===== config.mk =====
export PLATFORM = sky130hd
export DESIGN_NAME = crc16_t
export DESIGN_NICKNAME = d
export VERILOG_FILES = /design/src/rtl/crc16_t.sv
export SDC_FILE = /design/constraint.sdc
export NUM_CORES = 1
export LEC_CHECK = 0
export CORE_ASPECT_RATIO = 1.75
export CORE_MARGIN = 3
export CORE_UTILIZATION = 37
export DETAILED_ROUTE_END_ITERATION = 10
export PLACE_DENSITY = 0.64
export SETUP_SLACK_MARGIN = 0.3
export SLEW_MARGIN = 20
export SYNTH_ARGS = -nofsm -noshare
export SYNTH_HDL_FRONTEND = slang
export SYNTH_SLANG_ARGS = --single-unit

===== constraint.sdc =====
create_clock -name clk -period 2.3 [get_ports clk]
set_clock_uncertainty 0.1 [all_clocks]
set_input_delay 0.345 -clock clk [delete_from_list [all_inputs] [get_ports clk]]
set_output_delay 0.345 -clock clk [all_outputs]
set_load 0.05 [all_outputs]

===== src/rtl/crc16_t.sv =====
// ---------------------------------------------------------------------------
// crc16_t : transmit-side DATA-phase CRC16 appender.
//
// Takes DATA packets (PID byte followed by payload) from the transfer layer and
// forwards them through a single registered output stage. It computes the USB
// CRC16 over the payload only and appends the complemented CRC, low byte first,
// as the last two beats. The CRC high byte carries tx_eop.
//
// Ports
//   clk, rst_n     clock (rising edge), asynchronous active-low reset
//   tx_data_on     link_control enable; only gates the start of a new packet
//   tx_sop_en      pulse: PID beat accepted from the transfer layer
//   tx_crc_done    pulse: CRC high byte (tx_eop beat) accepted downstream
//   tx_lt_*        transfer-layer beat (sop/eop/valid/data) and its ready
//   tx_*           downstream beat (sop/eop/valid/data) and downstream ready
//
// Handshake: a beat transfers on a rising clk edge where valid && ready are
// both high. A producer holds its valid and its payload stable until the beat
// transfers. ready may be driven combinationally from the consumer's state.
// ---------------------------------------------------------------------------
module crc16_t (
  input  logic       clk,
  input  logic       rst_n,
  input  logic       tx_data_on,
  output logic       tx_sop_en,
  output logic       tx_crc_done,
  input  logic       tx_lt_sop,
  input  logic       tx_lt_eop,
  input  logic       tx_lt_valid,
  output logic       tx_lt_ready,
  input  logic [7:0] tx_lt_data,
  output logic       tx_sop,
  output logic       tx_eop,
  output logic       tx_valid,
  input  logic       tx_ready,
  output logic [7:0] tx_data
);

  typedef enum logic [1:0] {
    S_IDLE   = 2'd0,
    S_DATA   = 2'd1,
    S_CRC_LO = 2'd2,
    S_CRC_HI = 2'd3
  } state_e;

  localparam logic [15:0] CRC_INIT = 16'hFFFF;
  localparam logic [15:0] CRC_POLY = 16'hA001;

  // One byte of reflected CRC16, LSB of the data byte first.
  function automatic logic [15:0] crc_byte(input logic [15:0] crc_in,
                                           input logic [7:0]  d);
    logic [15:0] c;
    c = crc_in;
    for (int i = 0; i < 8; i++) begin
      if (c[0] ^ d[i]) c = (c >> 1) ^ CRC_POLY;
      else             c = c >> 1;
    end
    return c;
  endfunction

  state_e      state_q, state_d;
  logic [15:0] crc_q, crc_d;
  logic        valid_q, valid_d;
  logic        sop_q, sop_d;
  logic        eop_q, eop_d;
  logic [7:0]  data_q, data_d;

  logic        out_free;
  logic        lt_ready;
  logic        lt_accept;

  always_comb begin
    // The output register can take a new beat when empty or draining this cycle.
    out_free  = !valid_q || tx_ready;
    lt_ready  = out_free && ((state_q == S_DATA) ||
                             ((state_q == S_IDLE) && tx_data_on));
    lt_accept = tx_lt_valid && lt_ready;

    state_d = state_q;
    crc_d   = crc_q;
    valid_d = out_free ? 1'b0 : valid_q;
    sop_d   = sop_q;
    eop_d   = eop_q;
    data_d  = data_q;

    case (state_q)
      S_IDLE: begin
        // Beats without sop are consumed here and never reach the output.
        if (lt_accept && tx_lt_sop) begin
          crc_d   = CRC_INIT;
          valid_d = 1'b1;
          sop_d   = 1'b1;
          eop_d   = 1'b0;
          data_d  = tx_lt_data;
          state_d = tx_lt_eop ? S_CRC_LO : S_DATA;
        end
      end
      S_DATA: begin
        // sop is ignored mid-packet; every beat is treated as payload.
        if (lt_accept) begin
          crc_d   = crc_byte(crc_q, tx_lt_data);
          valid_d = 1'b1;
          sop_d   = 1'b0;
          eop_d   = 1'b0;
          data_d  = tx_lt_data;
          if (tx_lt_eop) state_d = S_CRC_LO;
        end
      end
      S_CRC_LO: begin
        if (out_free) begin
          valid_d = 1'b1;
          sop_d   = 1'b0;
          eop_d   = 1'b0;
          data_d  = ~crc_q[7:0];
          state_d = S_CRC_HI;
        end
      end
      S_CRC_HI: begin
        if (out_free) begin
          valid_d = 1'b1;
          sop_d   = 1'b0;
          eop_d   = 1'b1;
          data_d  = ~crc_q[15:8];
          state_d = S_IDLE;
        end
      end
      default: state_d = S_IDLE;
    endcase
  end

  always_ff @(posedge clk or negedge rst_n) begin
    if (!rst_n) begin
      state_q <= S_IDLE;
      crc_q   <= CRC_INIT;
      valid_q <= 1'b0;
      sop_q   <= 1'b0;
      eop_q   <= 1'b0;
      data_q  <= 8'h00;
    end else begin
      state_q <= state_d;
      crc_q   <= crc_d;
      valid_q <= valid_d;
      sop_q   <= sop_d;
      eop_q   <= eop_d;
      data_q  <= data_d;
    end
  end

  assign tx_lt_ready = lt_ready;
  assign tx_valid    = valid_q;
  assign tx_sop      = sop_q;
  assign tx_eop      = eop_q;
  assign tx_data     = data_q;
  assign tx_sop_en   = lt_accept && tx_lt_sop && (state_q == S_IDLE);
  assign tx_crc_done = valid_q && tx_ready && eop_q;

endmodule


; ---- Yosys cells after proc, flatten, opt, wreduce, memory -nomap -nowiden
; Cells that the tools add are included.
[word_totals]
reg_bits = 29
inputBits = 15
[op_classes]
n_eq_ne = 9
n_mux = 49
bitwise_logic = 18
n_reduce_logical = 17
[ops]
columns = op, count
row1 = 2-to-1 mux 16 bit, 24
row2 = 2-to-1 mux 8 bit, 4
row3 = case mux 16 bit (2 select lines), 1
row4 = case mux 8 bit (4 select lines), 1
row5 = inverter 2 -> 3 bit, 8
row6 = inverter 8 bit, 2
row7 = 2-to-1 mux 2 bit, 6
row8 = 2-to-1 mux 1 bit, 9
row9 = != test 2 bit (second input constant), 4
row10 = case mux 2 bit (4 select lines), 1
row11 = XOR 1 bit, 8
row12 = logical AND 1 bit, 7
row13 = case mux 1 bit (3 select lines), 2
row14 = AND reduction 3 bit, 2
row15 = AND reduction 5 bit, 1
row16 = == test 2 bit (second input constant), 2
row17 = != test 2 x 1 -> 1 bit (second input constant), 2
row18 = case mux 1 bit (4 select lines), 1
row19 = AND reduction 4 bit, 1
row20 = == test 2 x 1 -> 1 bit (second input constant), 1
row21 = zero test 2 bit, 1
row22 = logical OR 1 bit, 2
row23 = nonzero test 2 bit, 1
row24 = OR reduction 2 bit, 1
row25 = zero test 1 bit, 1

; ---- Longest topological paths before layout
; Gate-level depths: netlist of run 1.
[depth]
word_depth = 35
depth_mapped = 8

; ---- Worst setup path after synthesis of run 1
; Ideal clock, no wire load.
[synth_path]
kind = reg-to-output
startpoint = register state_q[0]
endpoint = output port tx_sop_en
arrival_ns = 2.215
path_slack_ns = -0.360
stages_incl_launch_ff = 6
cell_sequence = dfrtp_1 -> inv_1 -> ha_1 -> a21oi_1 -> nor2_1 -> and4_1
[synth_between]
elab_chain_len = 7
elab_cells_between_ends = 8
[synth_lines]
columns = element, line
row1 = from (decl), 61  ; state_e state_q, state_d;
row2 = from (signal assigned), 140  ; state_q <= state_d;
row3 = zero test 2 bit, 76  ; ((state_q == S_IDLE) && tx_data_on));
row4 = logical AND 1 bit, 76
row5 = logical OR 1 bit (*), 75  ; lt_ready = out_free && ((state_q == S_DATA) ||
row6 = logical AND 1 bit (*), 75
row7 = net tx_lt_ready, 30  ; output logic tx_lt_ready,
row8 = logical AND 1 bit (*), 77  ; lt_accept = tx_lt_valid && lt_ready;
row9 = logical AND 1 bit (*) (2 in a row), 154  ; assign tx_sop_en = lt_accept && tx_lt_sop && (state_q == S_IDLE);
row10 = to (decl), 25  ; output logic tx_sop_en,
; The timed path passes the listed nets; every way through them passes the cells marked *.

; ---- Worst setup path in the final report of run 1
[layout_path]
startpoint = register state_q[1]
endpoint = register eop_q, in the netlist tx_eop
[layout_between]
elab_chain_len = 8
elab_cells_between_ends = 15
[layout_lines]
columns = element, line
row1 = zero test 2 bit, "76, 86"
row2 = logical AND 1 bit, 76
row3 = logical OR 1 bit, 75
row4 = logical AND 1 bit, 75
row5 = logical AND 1 bit, 77
row6 = logical AND 1 bit, 89  ; if (lt_accept && tx_lt_sop) begin
row7 = != test 2 x 1 -> 1 bit (no source line), n/a
row8 = AND reduction 4 bit (no source line), n/a
row9 = to (signal assigned), 144  ; eop_q <= eop_d;
row10 = to (decl), 65  ; logic eop_q, eop_d;
; Several ways; a longest one is shown, not always the timed one.
; A chain may end at the register's enable or synchronous reset.

==> key figures, run 1 <==
Outcome
  – Outcome: complete, no violations

Floorplanning
  – Die area: between 0.005 and 0.006 mm^2
  – Die Y: between 90 and 100 um
  – Die X: between 50 and 60 um
  – Core area: between 0.004 and 0.005 mm^2
  – I/O pin total: 29
  – Initial core utilization: about two fifths
  – Row cnt: 32

Timing
  – Fmax: about 500 MHz
  – Fin. max-slew vios: 0
  – Final Setup Violations: 0
  – Max_slew headroom: about two thirds
  – Slew @ Worst Pin: 509 ps
  – Final TNS setup: 0 ps
  – Tmin final: roughly 2000 ps
  – Hold Vio Cnt, Final: 0
  – Unrepaired setup endpoints after global routing: yes
  – Tcrit/Tclk final: a little under nine tenths

Power and ir drop
  – Pwr Total: 4.30 mW
  – Combinational Power Share: roughly two thirds
  – Peak VDD IR: about 930 uV
  – Power per standard cell area: roughly 1800 mW/mm^2
  – P_int: 2.37 mW
  – Clock network power share: 9.4%
  – Reg power frac: a little under a quarter
  – Pleak: about 1.0 nW
  – Psw: a little under 2 mW
  – Sw Ratio: around 45%

Setup path
  – R2R Setup Slk: between 300 and 400 ps
  – R2r endpoint: tx_eop
  – FF-to-FF path depth: 8
  – CP startpoint: state_q[1]
  – CP max FO: 5
  – WP data arrival: between 2000 and 2500 ps
  – CP max stage cell: dfrtp_1
  – Launch point of the worst reg-to-reg path: state_q[1]
  – Crit Path Class: reg2reg
  – Max incr delay on CP: roughly 370 ps
  – Crit path cell chain: inv_2, ha_4, buf_4, nor2_2, nand2_2, a221oi_4, buf_6, mux2_1
  – Worst setup SP type: register
  – Data required time of the critical path: between 2000 and 2500 ps
  – CP Capture Type: register

Route
  – Final ANT Viol Nets: 0
  – Routed WL per cell: 16.7 um
  – Vias per cell: 5.31
  – Drt initial violations: 32
  – Final wirelength: ~4.5 mm
  – DRC viols: 0
  – Drt pass-1 iters: 4
  – Via count: approximately 1,400

Clock network
  – CTS Buffer Depth: 2
  – Cts bufs inserted: 5
  – Sinks on Clock Net: 29
  – CTS root buf: clkbuf_8
  – TritonCTS clock tree: yes
  – Reg clk slew, reported paths: ~60 ps
  – Worst-Skew Late Latency: 280 ps
  – Post-CTS Hold Buffers: 0
  – H-tree depth: 2

Synth
  – Ys flop type: dfstp_2
  – Post-Syn Area: ~0.0017 mm^2
  – Sequential share of the synthesized area: between 40% and 50%
  – Syn Inst Count: about 160
  – Post-synthesis register bit count: 29
  – Ys Warns: 0
  – EDFF count, synth: 0
  – Synthesized net count: 181
  – Netlist cell types: 35
  – Mean Syn Cell Area: 10.6 um^2
  – Synth async-reset ratio: 100%

Job
  – Total of max-cap violations: 0

Global route
  – Top Usage Layer GRT: met2
  – Global routing usage on met1: about 17%
  – First-pass GRT wire length: 7.05 mm
  – Grt ovf: 0
  – Initial antenna violation count: 0
  – GRT Total Usage: 17.0%
  – Largest net degree at the start of global routing: 30
  – Met2 usage in global routing: ~30%
  – Met3 usage: between 3 and 4%
  – Vias in the first global route: 1,543

Min path
  – Hold/Removal Path Class: in2async

Final layout
  – Final cell count without fillers: 268
  – Antenna cells: 0
  – Final net count: roughly 240
  – Layout fillers: between 300 and 400
  – Post-route design area: around 0.0024 mm^2
  – Layout cell share with drive strength beyond 1: 36.4%
  – Area grow syn2layout: 42.9%

Placed design
  – Placed insts: approximately 250
  – Post-DP HPWL: approximately 3.1 mm
  – I/O Buffers: 28
  – Placed cell area: 0.00215 mm^2
  – RD Place Congestion: roughly 0.83
==> cell families (layout without fill, tap and decap cells) <==
kind of cell | count (synthesis) | after routing | synth area share (%)
compound gates | 50 | 50 | 19.4
simple gates | 36 | 36 | 10.7
flops | 29 | 29 | 43.9
xor+xnor | 23 | 23 | 15.8
buf+inv | 15 | 71 | 4.49
fa+ha+maj | 5 | 5 | 3.68
mux | 3 | 3 | 1.99
==> per-stage QoR <==
stage / hold WS, ps / worst slack [ps] / util [%]
after floorplan: -50.6 / 265 / -
after global placement: 367 / 63.7 / 48.8
after detailed placement: 377 / -37.8 / 48.8
after CTS: 358 / 285 / 52.8
after global routing: 383 / 234 / 55.1
final: 347 / 316 / 55.1
==> worst max-delay path, delay by kind of cell (launching register included) <==
family                     cells  cell delay (ps)
and+or+nand+nor                2              250
DFF                            1              370
AOI/OAI and AO/OA              1              230
buffers and inverters          3              380
adders and majority gates      1              180
muxes                          1              340
==> state kept, by name, indices dropped and copies added, names as in the netlist <==
name	cells
tx_valid	1
crc_q	16
tx_sop	1
state_q	2
tx_data	8
tx_eop	1
==> synth_stat cells, types with 2 or more instances <==
master | instances | share of area, %
a21oi_1 | 18 | 5.3
a31oi_1 | 9 | 3.3
buf_2 | 2 | 0.59
dfrtp_1 | 13 | 19
dfstp_2 | 16 | 25
ha_1 | 5 | 3.7
inv_1 | 9 | 2.0
mux2_1 | 2 | 1.3
nand2_1 | 2 | 0.44
nand2_2 | 2 | 0.74
nor2_1 | 23 | 5.1
nor2b_1 | 2 | 0.74
o21ai_1 | 2 | 0.59
o22a_1 | 9 | 4.6
o22ai_1 | 9 | 3.3
xnor2_1 | 11 | 5.7
xnor2_4 | 2 | 3.2
xor2_1 | 7 | 3.6
xor2_2 | 2 | 1.9
==> cell type report <==
cell class              count  area [um^2]  share of cell area, %
well taps                  51         63.8                   2.63
flip-flops and latches     29          746                   30.7
repair buffers             52          508                   20.9
clock inverters             3         17.5                  0.722
inverters                  11         41.3                   1.70
clock buffers               5         68.8                   2.84
multi-input cells         117          982                   40.5
==> layout by cell type (no fill, tap or decap), drive strengths merged, types with 6 or more instances in the layout <==
cell	instances
a21oi	18
a31oi	9
buf	26
clkbuf	6
clkdlybuf4s50	21
dfrtp	13
dfstp	16
inv	10
nor2	24
o22a	9
o22ai	9
xnor2	13
xor2	9
==> repair_timing <==
action	4_1_cts	5_1_grt
pin swaps	7	8
setup buffers	4	8
endpoints found under the hold margin	0	0
setup endpoints to repair	22	17
resized for setup	13	10
cloned	0	1
==> worst max-delay path by stage <==
stage,end,slack [ps],cells after the start
global route,crc_q[15],230,5
floorplan,tx_sop_en,260,5
CTS,tx_sop_en,290,6
finish,tx_eop,320,8
detailed placement,crc_q[15],-40,6
global placement,crc_q[15],60,6
==> metal layers <==
| metal | vias up | share of wire [%] |
|---|---|---|
| met4 | 0 | 6.5 |
| met3 | 20 | 3.9 |
| li1 | 673 | - |
| met1 | 691 | 35 |
| met2 | 40 | 55 |
| met5 | - | 0 |
==> power groups by stage <==
| stage | logic, mW | registers, mW | clock network (mW) |
|---|---|---|---|
| 6_report | 2.91 | 0.988 | 0.406 |
| 5_1_grt | 3.11 | 1.02 | 0.442 |
| 4_1_cts | 2.70 | 0.995 | 0.419 |
| 3_5_place_dp | 2.54 | 1.00 | 0 |
| 3_3_place_gp | 2.48 | 0.977 | 0 |
| 2_1_floorplan | 1.52 | 1.29 | 0 |
No activity file was read; power rests on OpenSTA's default activity.
==> inputs of run 2 (changes only) <==
--- a/config.mk
+++ b/config.mk
@@ -7,9 +7,9 @@
 export LEC_CHECK = 0
 export CORE_ASPECT_RATIO = 1.75
 export CORE_MARGIN = 3
-export CORE_UTILIZATION = 37
+export CORE_UTILIZATION = 38
 export DETAILED_ROUTE_END_ITERATION = 10
-export PLACE_DENSITY = 0.64
+export PLACE_DENSITY = 0.65
 export SETUP_SLACK_MARGIN = 0.3
 export SLEW_MARGIN = 20
 export SYNTH_ARGS = -nofsm -noshare
==> run 2 against run 1 <==
Compared with the run above: critical path depth down 2; cell area increased by 2.7%; flip-flop and latch count is the same; clock power rose by 14%; die area is 2.4% lower; cell count increased by 0.75%; wire length is 0.89% higher; fmax down 1.1%; non-clock buffer count rose by 4.
==> key figures, run 2 (synthesis gave the netlist of run 1 again) <==
Route
  – Drt pass-1 iters: 4
  – Routed WL per cell: approximately 17 um
  – Vias per cell: 5.35
  – DRC viols: 0
  – Via count: around 1,400
  – Final wirelength: 4.51 mm
  – Drt initial violations: 15
  – Final ANT Viol Nets: 0

Placed design
  – I/O Buffers: 28
  – Post-DP HPWL: 2.98 mm
  – RD Place Congestion: between 0.8 and 0.9

Floorplanning
  – Row cnt: 31
  – Core area: about 0.0042 mm^2
  – Initial core utilization: approximately two fifths
  – Die X: 56.5 um
  – I/O pin total: 29
  – Die Y: 94.5 um
  – Die area: between 0.005 and 0.006 mm^2

Power and ir drop
  – Pleak: 1.05 nW
  – P_int: 2.48 mW
  – Sw Ratio: 44.4%
  – Peak VDD IR: around 1300 uV
  – Clock network power share: about a tenth
  – Power per standard cell area: 1790 mW/mm^2
  – Psw: approximately 2 mW
  – Reg power frac: ~22%
  – Combinational Power Share: 67.2%

Timing
  – Final Setup Violations: 0
  – Slew @ Worst Pin: slightly above 500 ps
  – Fmax: 499 MHz
  – WHS: 339 ps
  – Hold Vio Cnt, Final: 0
  – Max_slew headroom: roughly two thirds
  – Tcrit/Tclk final: 87.2%
  – Final TNS setup: 0 ps
  – Fin. max-slew vios: 0
  – Tmin final: 2010 ps
  – Unrepaired setup endpoints after global routing: yes

Setup path
  – WP data arrival: 1560 ps
  – Top Family by Delay on Critical Path: flip-flops
  – Launch point of the worst reg-to-reg path: state_q[0]
  – CP max FO: 4
  – R2R Setup Slk: 300 ps
  – CP startpoint: state_q[0]
  – Critical path depth: 6
  – Crit path cell chain: inv_2, ha_4, a21oi_4, nor2_4, and4_4, buf_12
  – Data required time of the critical path: 1860 ps
  – FF-to-FF path depth: 8
  – Crit Path Class: reg2out
  – CP max stage cell: dfrtp_1
  – Max incr delay on CP: 420 ps
  – Critical path buffers and inverters: 2
  – CP Capture Type: primary output
  – Worst setup SP type: register
  – R2r endpoint: tx_eop
  – Critical Path End: tx_sop_en

Final layout
  – Layout fillers: between 300 and 400
  – Most frequent cells in the layout: clkdlybuf4s50_1 (23), nor2_1 (21), buf_4 (21)
  – Final net count: 240
  – Most flop-heavy register: crc_q
  – Antenna cells: 0
  – Layout cell share with drive strength beyond 1: a little under two fifths
  – Area grow syn2layout: 46.7%
  – Commonest non-fill, non-tap cell in the layout: clkdlybuf4s50_1
  – Max reg flops: 16

Clock network
  – Worst-Skew Late Latency: roughly 290 ps
  – Cts bufs inserted: 5
  – Post-CTS Hold Buffers: 0
  – TritonCTS clock tree: yes
  – CTS root buf: clkbuf_8
  – Reg clk slew, reported paths: roughly 60 ps
  – Sinks on Clock Net: 29
  – H-tree depth: 2
  – CTS Buffer Depth: 2

Outcome
  – Outcome: complete, no violations

Global route
  – First-pass GRT wire length: a little under 7 mm
  – Vias in the first global route: around 1,500
  – Grt ovf: 0
  – Initial antenna violation count: 0
  – Largest net degree at the start of global routing: 30
  – GRT Total Usage: 17.0%

Min path
  – Hold/Removal Path Class: in2async

Job
  – Total of max-cap violations: 0
## run 2: changes by cell type in the layout (fill, tap and decap cells not counted), sizes merged
cell and change:
buf +4, clkbuf +2, clkdlybuf4s50 +2, clkinv -1, clkinvlp -1, dlymetal6s2s -2
## run 2: what timing repair did
item                                    in CTS  in global routing
gates cloned                                 0                  2
setup buffers                                9                  7
pin swaps                                    5                  9
gates resized for setup                      8                 19
endpoints found under the setup margin      30                 22
## run 2: stage by stage
stage	total power, mW	std cells	utilization (%)	area, um^2	setup slack [ps]
6_report	4.46	270	59.0	2490	294
5_1_grt	4.74	270	59.0	2490	252
4_1_cts	4.16	261	55.3	2340	299
3_5_place_dp	3.50	244	50.6	2140	4.91
3_3_place_gp	3.45	244	50.6	2140	39.0
2_1_floorplan	2.81	161	-	1730	265
## run 2: layout make-up
| class | count | area [um^2] | share of cell area [%] |
|---|---|---|---|
| well taps | 49 | 61.3 | 2.46 |
| inverters | 11 | 41.3 | 1.66 |
| clock buffers | 7 | 96.3 | 3.87 |
| repair buffers | 56 | 542 | 21.7 |
| clock inverters | 1 | 5.00 | 0.201 |
| multi-input cells | 117 | 1000 | 40.2 |
| flip-flops and latches | 29 | 746 | 29.9 |
## run 2: layer usage
metal / vias up / track usage (%) / routed length, um
met5: - / 0 / 0
met4: 0 / 9.90 / 179
met3: 15 / 4.38 / 191
met2: 40 / 30.8 / 2530
met1: 705 / 17.1 / 1620
li1: 684 / - / -
## run 2: how the worst min path moves through the flow
stage	cells past startpoint	to	from
6_report	2	tx_sop	rst_n
3_5_place_dp	1	tx_sop	tx_sop
4_1_cts	2	state_q[1]	rst_n
2_1_floorplan	0	state_q[0]	rst_n
5_1_grt	2	tx_sop	rst_n
3_3_place_gp	2	crc_q[2]	crc_q[10]
## run 2: power groups by stage
stage	sequential (mW)	clock, mW	combinational (mW)
floorplan	1.29	0	1.52
global placement	0.977	0	2.47
CTS	0.987	0.473	2.70
detailed placement	0.993	0	2.51
global route	1.03	0.498	3.21
finish	0.999	0.464	3.00
==> inputs of run 3 (changes only) <==
--- a/config.mk
+++ b/config.mk
@@ -9,6 +9,7 @@
 export CORE_MARGIN = 3
 export CORE_UTILIZATION = 38
 export DETAILED_ROUTE_END_ITERATION = 10
+export HOLD_SLACK_MARGIN = 0.08
 export PLACE_DENSITY = 0.65
 export SETUP_SLACK_MARGIN = 0.3
 export SLEW_MARGIN = 20
==> results of run 3 <==
Same layout as run 2: the final DEF is identical, and so are final timing and power.
